--- src/rtl/isp_color_pkg.sv ---
// Shared fixed-point formats and colour-conversion constants for the ISP colour stages.
// Coefficients are packed row-major (R, G, B), and within each row the order is (Y, Cb, Cr).
package isp_color_pkg;

    localparam int COEF_W    = 18;
    localparam int COEF_FRAC = 16;
    localparam int PIX_FRAC  = 9;
    localparam int PROD_W    = 36;
    localparam int SUM_W     = 38;

    typedef logic signed [COEF_W-1:0] sample_t;
    typedef logic signed [PROD_W-1:0] prod_t;
    typedef logic signed [SUM_W-1:0]  sum_t;

    localparam logic [9*COEF_W-1:0] YCC2RGB_COEF = {
        18'sd65536,  18'sd0,      18'sd91882,
        18'sd65536, -18'sd22554, -18'sd46802,
        18'sd65536,  18'sd116130, 18'sd0
    };

    // Index 0 is the R/Y coefficient and index 8 is the B/Cr coefficient.
    function automatic sample_t coefAt(input int idx);
        return YCC2RGB_COEF[(8-idx)*COEF_W +: COEF_W];
    endfunction

endpackage

--- src/rtl/ycc2rgb_if.sv ---
// Sample and pixel bus for ycc2rgb: Q9.9 Y/Cb/Cr in, packed RGB888 out.
interface ycc2rgb_if;
    logic               iValid;
    logic signed [17:0] iY;
    logic signed [17:0] iCb;
    logic signed [17:0] iCr;
    logic [23:0]        oData;
    logic               oValid;
    logic               oDone;

    modport master (output iValid, iY, iCb, iCr, input  oData, oValid, oDone);
    modport slave  (input  iValid, iY, iCb, iCr, output oData, oValid, oDone);
endinterface

--- src/rtl/ycc_clamp8.sv ---
// Converts a Q13.25 channel sum to an unsigned 8-bit pixel by rounding it and then saturating it.
// Define YCC2RGB_ROUND_EN to select round-half-up. Leave it undefined to select floor truncation.
module ycc_clamp8
    import isp_color_pkg::*;
(
    input  sum_t       sum,
    output logic [7:0] pix
);
    logic signed [13:0] intPart;
    logic               unusedLsbs;

`ifdef YCC2RGB_ROUND_EN
    assign intPart = $signed({sum[37], sum[37:25]}) + $signed({13'd0, sum[24]});
`else
    assign intPart = $signed({sum[37], sum[37:25]});
`endif

    assign unusedLsbs = ^sum[24:0];

    always_comb begin
        pix = intPart[7:0];
        if (intPart < 0) begin
            pix = 8'd0;
        end else if (intPart > 14'sd255) begin
            pix = 8'd255;
        end
    end
endmodule

--- src/rtl/ycc2rgb.sv ---
// YCbCr (Q9.9) to RGB888 converter: a 4-stage pipeline that ends in a per-frame done pulse.
// The rounding mode is selected inside ycc_clamp8 by YCC2RGB_ROUND_EN.
module ycc2rgb
    import isp_color_pkg::*;
#(
    parameter int width     = 320,
    parameter int height    = 240,
    parameter int frameSize = width * height
)(
    input  logic      clk,
    input  logic      reset,
    ycc2rgb_if.slave  bus
);
    localparam logic [16:0] FRAME_LAST = 17'(frameSize - 1);

    sample_t     pixReg   [3];
    logic        s1Valid;
    prod_t       prodNext [9];
    prod_t       prodReg  [9];
    logic        s2Valid;
    sum_t        sumNext  [3];
    sum_t        sumReg   [3];
    logic        s3Valid;
    logic [7:0]  chanPix  [3];
    logic [23:0] dataReg;
    logic        validReg;
    logic        doneReg;
    logic [16:0] pixCount;

    // S1: register the input sample
    always_ff @(posedge clk or negedge reset) begin
        if (!reset) begin
            s1Valid <= 1'b0;
            for (int i = 0; i < 3; i++) pixReg[i] <= '0;
        end else begin
            s1Valid   <= bus.iValid;
            pixReg[0] <= bus.iY;
            pixReg[1] <= bus.iCb;
            pixReg[2] <= bus.iCr;
        end
    end

    // S2: compute the nine constant-coefficient products. Row gi/3 is the channel and column gi%3 is the component.
    genvar gi;
    generate
        for (gi = 0; gi < 9; gi++) begin : gProd
            localparam sample_t COEF = coefAt(gi);
            assign prodNext[gi] = PROD_W'(COEF) * PROD_W'(pixReg[gi % 3]);
        end
    endgenerate

    always_ff @(posedge clk or negedge reset) begin
        if (!reset) begin
            s2Valid <= 1'b0;
            for (int i = 0; i < 9; i++) prodReg[i] <= '0;
        end else begin
            s2Valid <= s1Valid;
            for (int i = 0; i < 9; i++) prodReg[i] <= prodNext[i];
        end
    end

    // S3: form the per-channel sums. Three sign-extended products cannot overflow 38 bits.
    generate
        for (gi = 0; gi < 3; gi++) begin : gSum
            assign sumNext[gi] = SUM_W'(prodReg[3*gi]) + SUM_W'(prodReg[3*gi+1])
                               + SUM_W'(prodReg[3*gi+2]);
        end
    endgenerate

    always_ff @(posedge clk or negedge reset) begin
        if (!reset) begin
            s3Valid <= 1'b0;
            for (int i = 0; i < 3; i++) sumReg[i] <= '0;
        end else begin
            s3Valid <= s2Valid;
            for (int i = 0; i < 3; i++) sumReg[i] <= sumNext[i];
        end
    end

    // S4: round and clamp each channel, then register the packed pixel
    generate
        for (gi = 0; gi < 3; gi++) begin : gClamp
            ycc_clamp8 uClamp (
                .sum (sumReg[gi]),
                .pix (chanPix[gi])
            );
        end
    endgenerate

    always_ff @(posedge clk or negedge reset) begin
        if (!reset) begin
            dataReg  <= '0;
            validReg <= 1'b0;
            doneReg  <= 1'b0;
            pixCount <= '0;
        end else begin
            validReg <= s3Valid;
            doneReg  <= 1'b0;
            if (s3Valid) begin
                dataReg <= {chanPix[0], chanPix[1], chanPix[2]};
                if (pixCount == FRAME_LAST) begin
                    doneReg  <= 1'b1;
                    pixCount <= '0;
                end else begin
                    pixCount <= pixCount + 17'd1;
                end
            end
        end
    end

    assign bus.oData  = dataReg;
    assign bus.oValid = validReg;
    assign bus.oDone  = doneReg;
endmodule

--- src/flat_wrapper.sv ---
// flat-port wrapper written by rule: the top's interface ports become plain ports
module ycc2rgb_flat import isp_color_pkg::*;
#(
    parameter int width     = 320,
    parameter int height    = 240,
    parameter int frameSize = width * height
)
  (clk, reset, bus_iValid, bus_iY, bus_iCb, bus_iCr, bus_oData, bus_oValid, bus_oDone);
  ycc2rgb_if bus_i ();
  input  logic clk;
  input  logic reset;
  input wire logic [$bits(bus_i.iValid)-1:0] bus_iValid;
  input wire logic [$bits(bus_i.iY)-1:0] bus_iY;
  input wire logic [$bits(bus_i.iCb)-1:0] bus_iCb;
  input wire logic [$bits(bus_i.iCr)-1:0] bus_iCr;
  output wire logic [$bits(bus_i.oData)-1:0] bus_oData;
  output wire logic [$bits(bus_i.oValid)-1:0] bus_oValid;
  output wire logic [$bits(bus_i.oDone)-1:0] bus_oDone;
  assign bus_i.iValid = bus_iValid;
  assign bus_i.iY = bus_iY;
  assign bus_i.iCb = bus_iCb;
  assign bus_i.iCr = bus_iCr;
  assign bus_oData = bus_i.oData;
  assign bus_oValid = bus_i.oValid;
  assign bus_oDone = bus_i.oDone;
  ycc2rgb #(.width(width), .height(height), .frameSize(frameSize)) u_core (.clk(clk), .reset(reset), .bus(bus_i));
endmodule
--- config.mk ---
export PLATFORM = sky130hd
export DESIGN_NAME = ycc2rgb_flat
export DESIGN_NICKNAME = d
export VERILOG_FILES = /design/src/rtl/isp_color_pkg.sv /design/src/rtl/ycc2rgb_if.sv /design/src/rtl/ycc_clamp8.sv /design/src/rtl/ycc2rgb.sv /design/src/flat_wrapper.sv
export SDC_FILE = /design/constraint.sdc
export NUM_CORES = 2
export LEC_CHECK = 0
export CORE_MARGIN = 3
export CORE_UTILIZATION = 50
export CTS_CLUSTER_DIAMETER = 150
export DETAILED_ROUTE_END_ITERATION = 6
export GPL_TIMING_DRIVEN = 0
export HOLD_SLACK_MARGIN = 0.02
export PLACE_DENSITY = 0.67
export SYNTH_ARGS = -nofsm -noshare
export SYNTH_HDL_FRONTEND = slang
export SYNTH_SLANG_ARGS = --single-unit
--- constraint.sdc ---
create_clock -name clk -period 7.5 [get_ports clk]
set_clock_uncertainty 0.05 [all_clocks]
set_input_delay 1.875 -clock clk [delete_from_list [all_inputs] [get_ports clk]]
set_output_delay 1.875 -clock clk [all_outputs]
set_load 0.01 [all_outputs]
==> implementation parameters <==
Parameter                              Value

Run status
  Outcome ... finished clean

STA
  Period utilisation layout ... between 90 and 100%
  Maximum achievable frequency ... between 0.1 and 0.15 GHz
  Measured slew at the worst slew-check pin ... 1280 ps
  Post-layout worst setup margin ... 440 ps
  Final setup violation count ... 0
  Minimum clock period after layout ... 7060 ps
  Final slew viol count ... 0
  Unrepaired setup endpoints after global routing ... false
  Final number of hold-violating endpoints ... 0
  Final setup TNS ... 0 ps
  Max_slew headroom ... 13.9%

Global route
  Sum of overflow across all layers after global routing ... 0
  Via count of the first global-routing pass ... ~23,000
  Antenna violations before repair ... 2
  Largest net degree at the start of global routing ... 114
  Global-route usage over all layers ... 22.3%
  Wire length of the first global-routing pass ... 121 mm

Synth
  Post-synthesis instance area ... about 0.033 mm²
  Warnings from Yosys ... 0
  Net count after synthesis ... 4,270
  Top FF cell, synth ... sky130_fd_sc_hd__dfrtp_1
  Part of the Yosys area used for sequential elements ... 19.8%
  Cell variety after synth ... 78
  Number of flops mapped to enable cells by yosys ... 0
  Async set or reset register ratio after synthesis ... between 90% and 100%
  Number of synthesized register bits ... 260
  Post-synthesis average cell area ... 10.3 µm²
  Post-Syn Instances ... 3,174

Routing
  Initial DRC Count ... roughly 1,200
  Final antenna-violating net count ... 0
  Vias after detailed routing ... 21,400
  Routed len/inst ... 17.4 µm
  Routed WL ... 72.9 mm
  DRC violations left ... 0
  Total iterations of the first detailed-routing run ... 5
  Vias per cell ... 5.11

Place
  Worst setup timing slack at the placement stage ... 372 ps
  HPWL after DPL ... 60.6 mm
  Port Buf Inserts ... 82
  Routability congestion estimate from global placement ... 0.912

Setup path
  Worst Path Required ... 7920 ps
  Worst path slowest cell ... sky130_fd_sc_hd__dfrtp_1
  Category of the worst setup path capture point ... register
  Critical Path, Cell by Cell ... inv_1 > ha_1 > inv_1 > ha_1 > xor2_1 > ha_1 > clkbuf_1 > inv_1 > fa_1 > fa_1 > fa_1 > inv_1 > ha_1 > a2111oi_0 > o21ai_1 > a21boi_0 > nor2b_1 > o21a_1 > nor2_1 > xnor2_1
  Largest stage delay on the critical path ... ~860 ps
  Maximum fanout count along the critical path ... 13
  Signal arrival time at the worst endpoint ... 7480 ps
  Worst setup path class ... register to register
  Crit start category ... register

Final layout
  Final standard cell utilization of the core ... between 50% and 60%
  Post-layout nets ... 4,391
  Post-synthesis to final-layout area growth ... 9.52%
  Most used cells in the layout excluding fill and tap cells ... sky130_fd_sc_hd__inv_1 (764), sky130_fd_sc_hd__ha_1 (587), sky130_fd_sc_hd__fa_1 (452), sky130_fd_sc_hd__dfrtp_1 (258), sky130_fd_sc_hd__nor2_1 (143)
  Proportion of layout cells with a drive suffix above 1 ... 3.85%
  Most common cell after layout, fill and taps aside ... sky130_fd_sc_hd__inv_1
  Filler cell count ... between 5,000 and 6,000

Clock network
  Number of buffers inserted during clock tree synthesis ... 35
  Maximum buffer depth of the clock tree ... 3
  Clock edge transition at the registers on the reported setup and hold paths ... ~60 ps
  # hold bufs at CTS ... 0
  Insertion delay to the later sink of the worst-skew pair ... 560 ps
  TritonCTS clock tree ... done
  Clock H-tree levels ... 2
  Clock sinks ... 260
  Cell chosen for the clock root ... sky130_fd_sc_hd__clkbuf_16

Worst hold path
  Worst hold path class ... register to register

Floorplanning
  Die area ... 0.0688 mm²
  Die extent in y ... 262 µm
  Horizontal die dimension ... 262 µm
  Starting density of the core ... 50.7%
  Row Count ... 93
  IO Count ... 83
  Core area ... 0.0647 mm²

Run
  Max-cap viol count ... 0
==> cells in the mapped netlist, drive strengths merged, types with 4 or more instances <==
cell type / count / area, µm²
nand2: 98 / 368
o22ai: 7 / 43.8
buf: 10 / 42.5
xnor2: 124 / 1090
xor2: 73 / 639
nor2: 143 / 537
mux2i: 13 / 143
o21bai: 12 / 93.8
o31ai: 5 / 61.3
inv: 764 / 2870
a311oi: 5 / 61.3
clkbuf: 25 / 93.8
a211oi: 20 / 155
and3: 12 / 75.1
nor4: 7 / 43.8
o21ai: 95 / 487
a31oi: 10 / 62.6
nand4: 12 / 75.1
dfrtp: 260 / 6510
a2111oi: 8 / 82.6
o211ai: 5 / 37.5
nor3: 29 / 145
o311ai: 5 / 43.8
and2: 8 / 50.1
or3: 9 / 56.3
a221oi: 4 / 41.3
a21o: 41 / 308
nor2b: 19 / 119
a31o: 4 / 35.0
nand2b: 34 / 213
o21a: 29 / 218
ha: 587 / 7340
or2: 4 / 25.0
mux2: 29 / 327
nand3: 34 / 170
a22oi: 4 / 30.0
a21boi: 6 / 45.0
a21oi: 127 / 651
fa: 452 / 9050
==> per-layer routing <==
| metal | global-route usage, % | part of all wire [%] | vias to the layer above |
|---|---|---|---|
| met4 | 5.51 | 2.3 | 0 |
| met5 | 0 | 0 | - |
| li1 | - | - | 10400 |
| met1 | 32.7 | 48 | 10500 |
| met3 | 3.24 | 4.6 | 86 |
| met2 | 35.0 | 45 | 399 |
==> stage by stage <==
| step | cells | hold slack [ps] | cell area [µm²] |
|---|---|---|---|
| floorplan | 3174 | 281 | 32800 |
| detailed placement | 4113 | 285 | 34800 |
| global placement | 4111 | 282 | 34700 |
| finish | 4178 | 296 | 35900 |
| global route | 4177 | 300 | 35900 |
| CTS | 4177 | 295 | 35900 |
==> final cells by class <==
| cell class | count | area [µm²] | share of cell area (%) |
|---|---|---|---|
| multi-input cells | 2115 | 23300 | 64.8 |
| inverters | 764 | 2870 | 7.98 |
| plain buffers | 35 | 138 | 0.383 |
| repair buffers | 84 | 881 | 2.45 |
| clock inverters | 20 | 209 | 0.581 |
| diodes | 1 | 2.50 | 0.00696 |
| clock buffers | 44 | 960 | 2.67 |
| flip-flops and latches | 260 | 6510 | 18.1 |
| well taps | 855 | 1070 | 2.98 |
==> flip-flops by register name (all words and copies together), names as in the netlist <==
register           flops
u_core.pixReg         54
u_core.s2Valid         1
u_core.pixCount       17
u_core.bus.oData      24
u_core.prodReg       125
u_core.bus.oDone       1
u_core.s1Valid         1
u_core.bus.oValid      1
u_core.s3Valid         1
u_core.sumReg         35
==> final timing paths <==
path / depth (start not counted) / slack (ps) / end / start
worst max-delay path: 20 / 440 / u_core.prodReg[65] / u_core.pixReg[34]
max in group asynchronous: 2 / 5250 / u_core.pixReg[17] / reset
worst min register to register: 0 / 300 / u_core.s3Valid / u_core.s2Valid
min in group asynchronous: 1 / 1150 / u_core.pixReg[18] / reset
worst max register to register: 20 / 440 / u_core.prodReg[65] / u_core.pixReg[34]
worst min-delay path: 0 / 300 / u_core.s3Valid / u_core.s2Valid
==> timing repair <==
action / CTS / global route
resized for setup: 0 / 1
endpoints found under the setup margin: 0 / 4
setup buffers: 0 / 0
==> worst max-delay path: cells and delay by family (launching register included) <==
family	cells	cell delay, ps
DFF	1	860
buffers and inverters	5	940
and+or+nand+nor	2	230
xor gates and xnor gates	2	320
AOI/OAI and AO/OA	4	1500
adders and majority gates	7	3040
==> kinds of logic after synthesis <==
logic type / synth area share (%)
fa+ha+maj: 50.0
compound gates: 8.36
mux: 1.43
flops: 19.8
xor+xnor: 5.26
simple gates: 6.00
buf+inv: 9.15
Power is left out: the tool's default activity adds up to more than one toggle a clock period on the data nets, which glitch-free logic cannot reach.
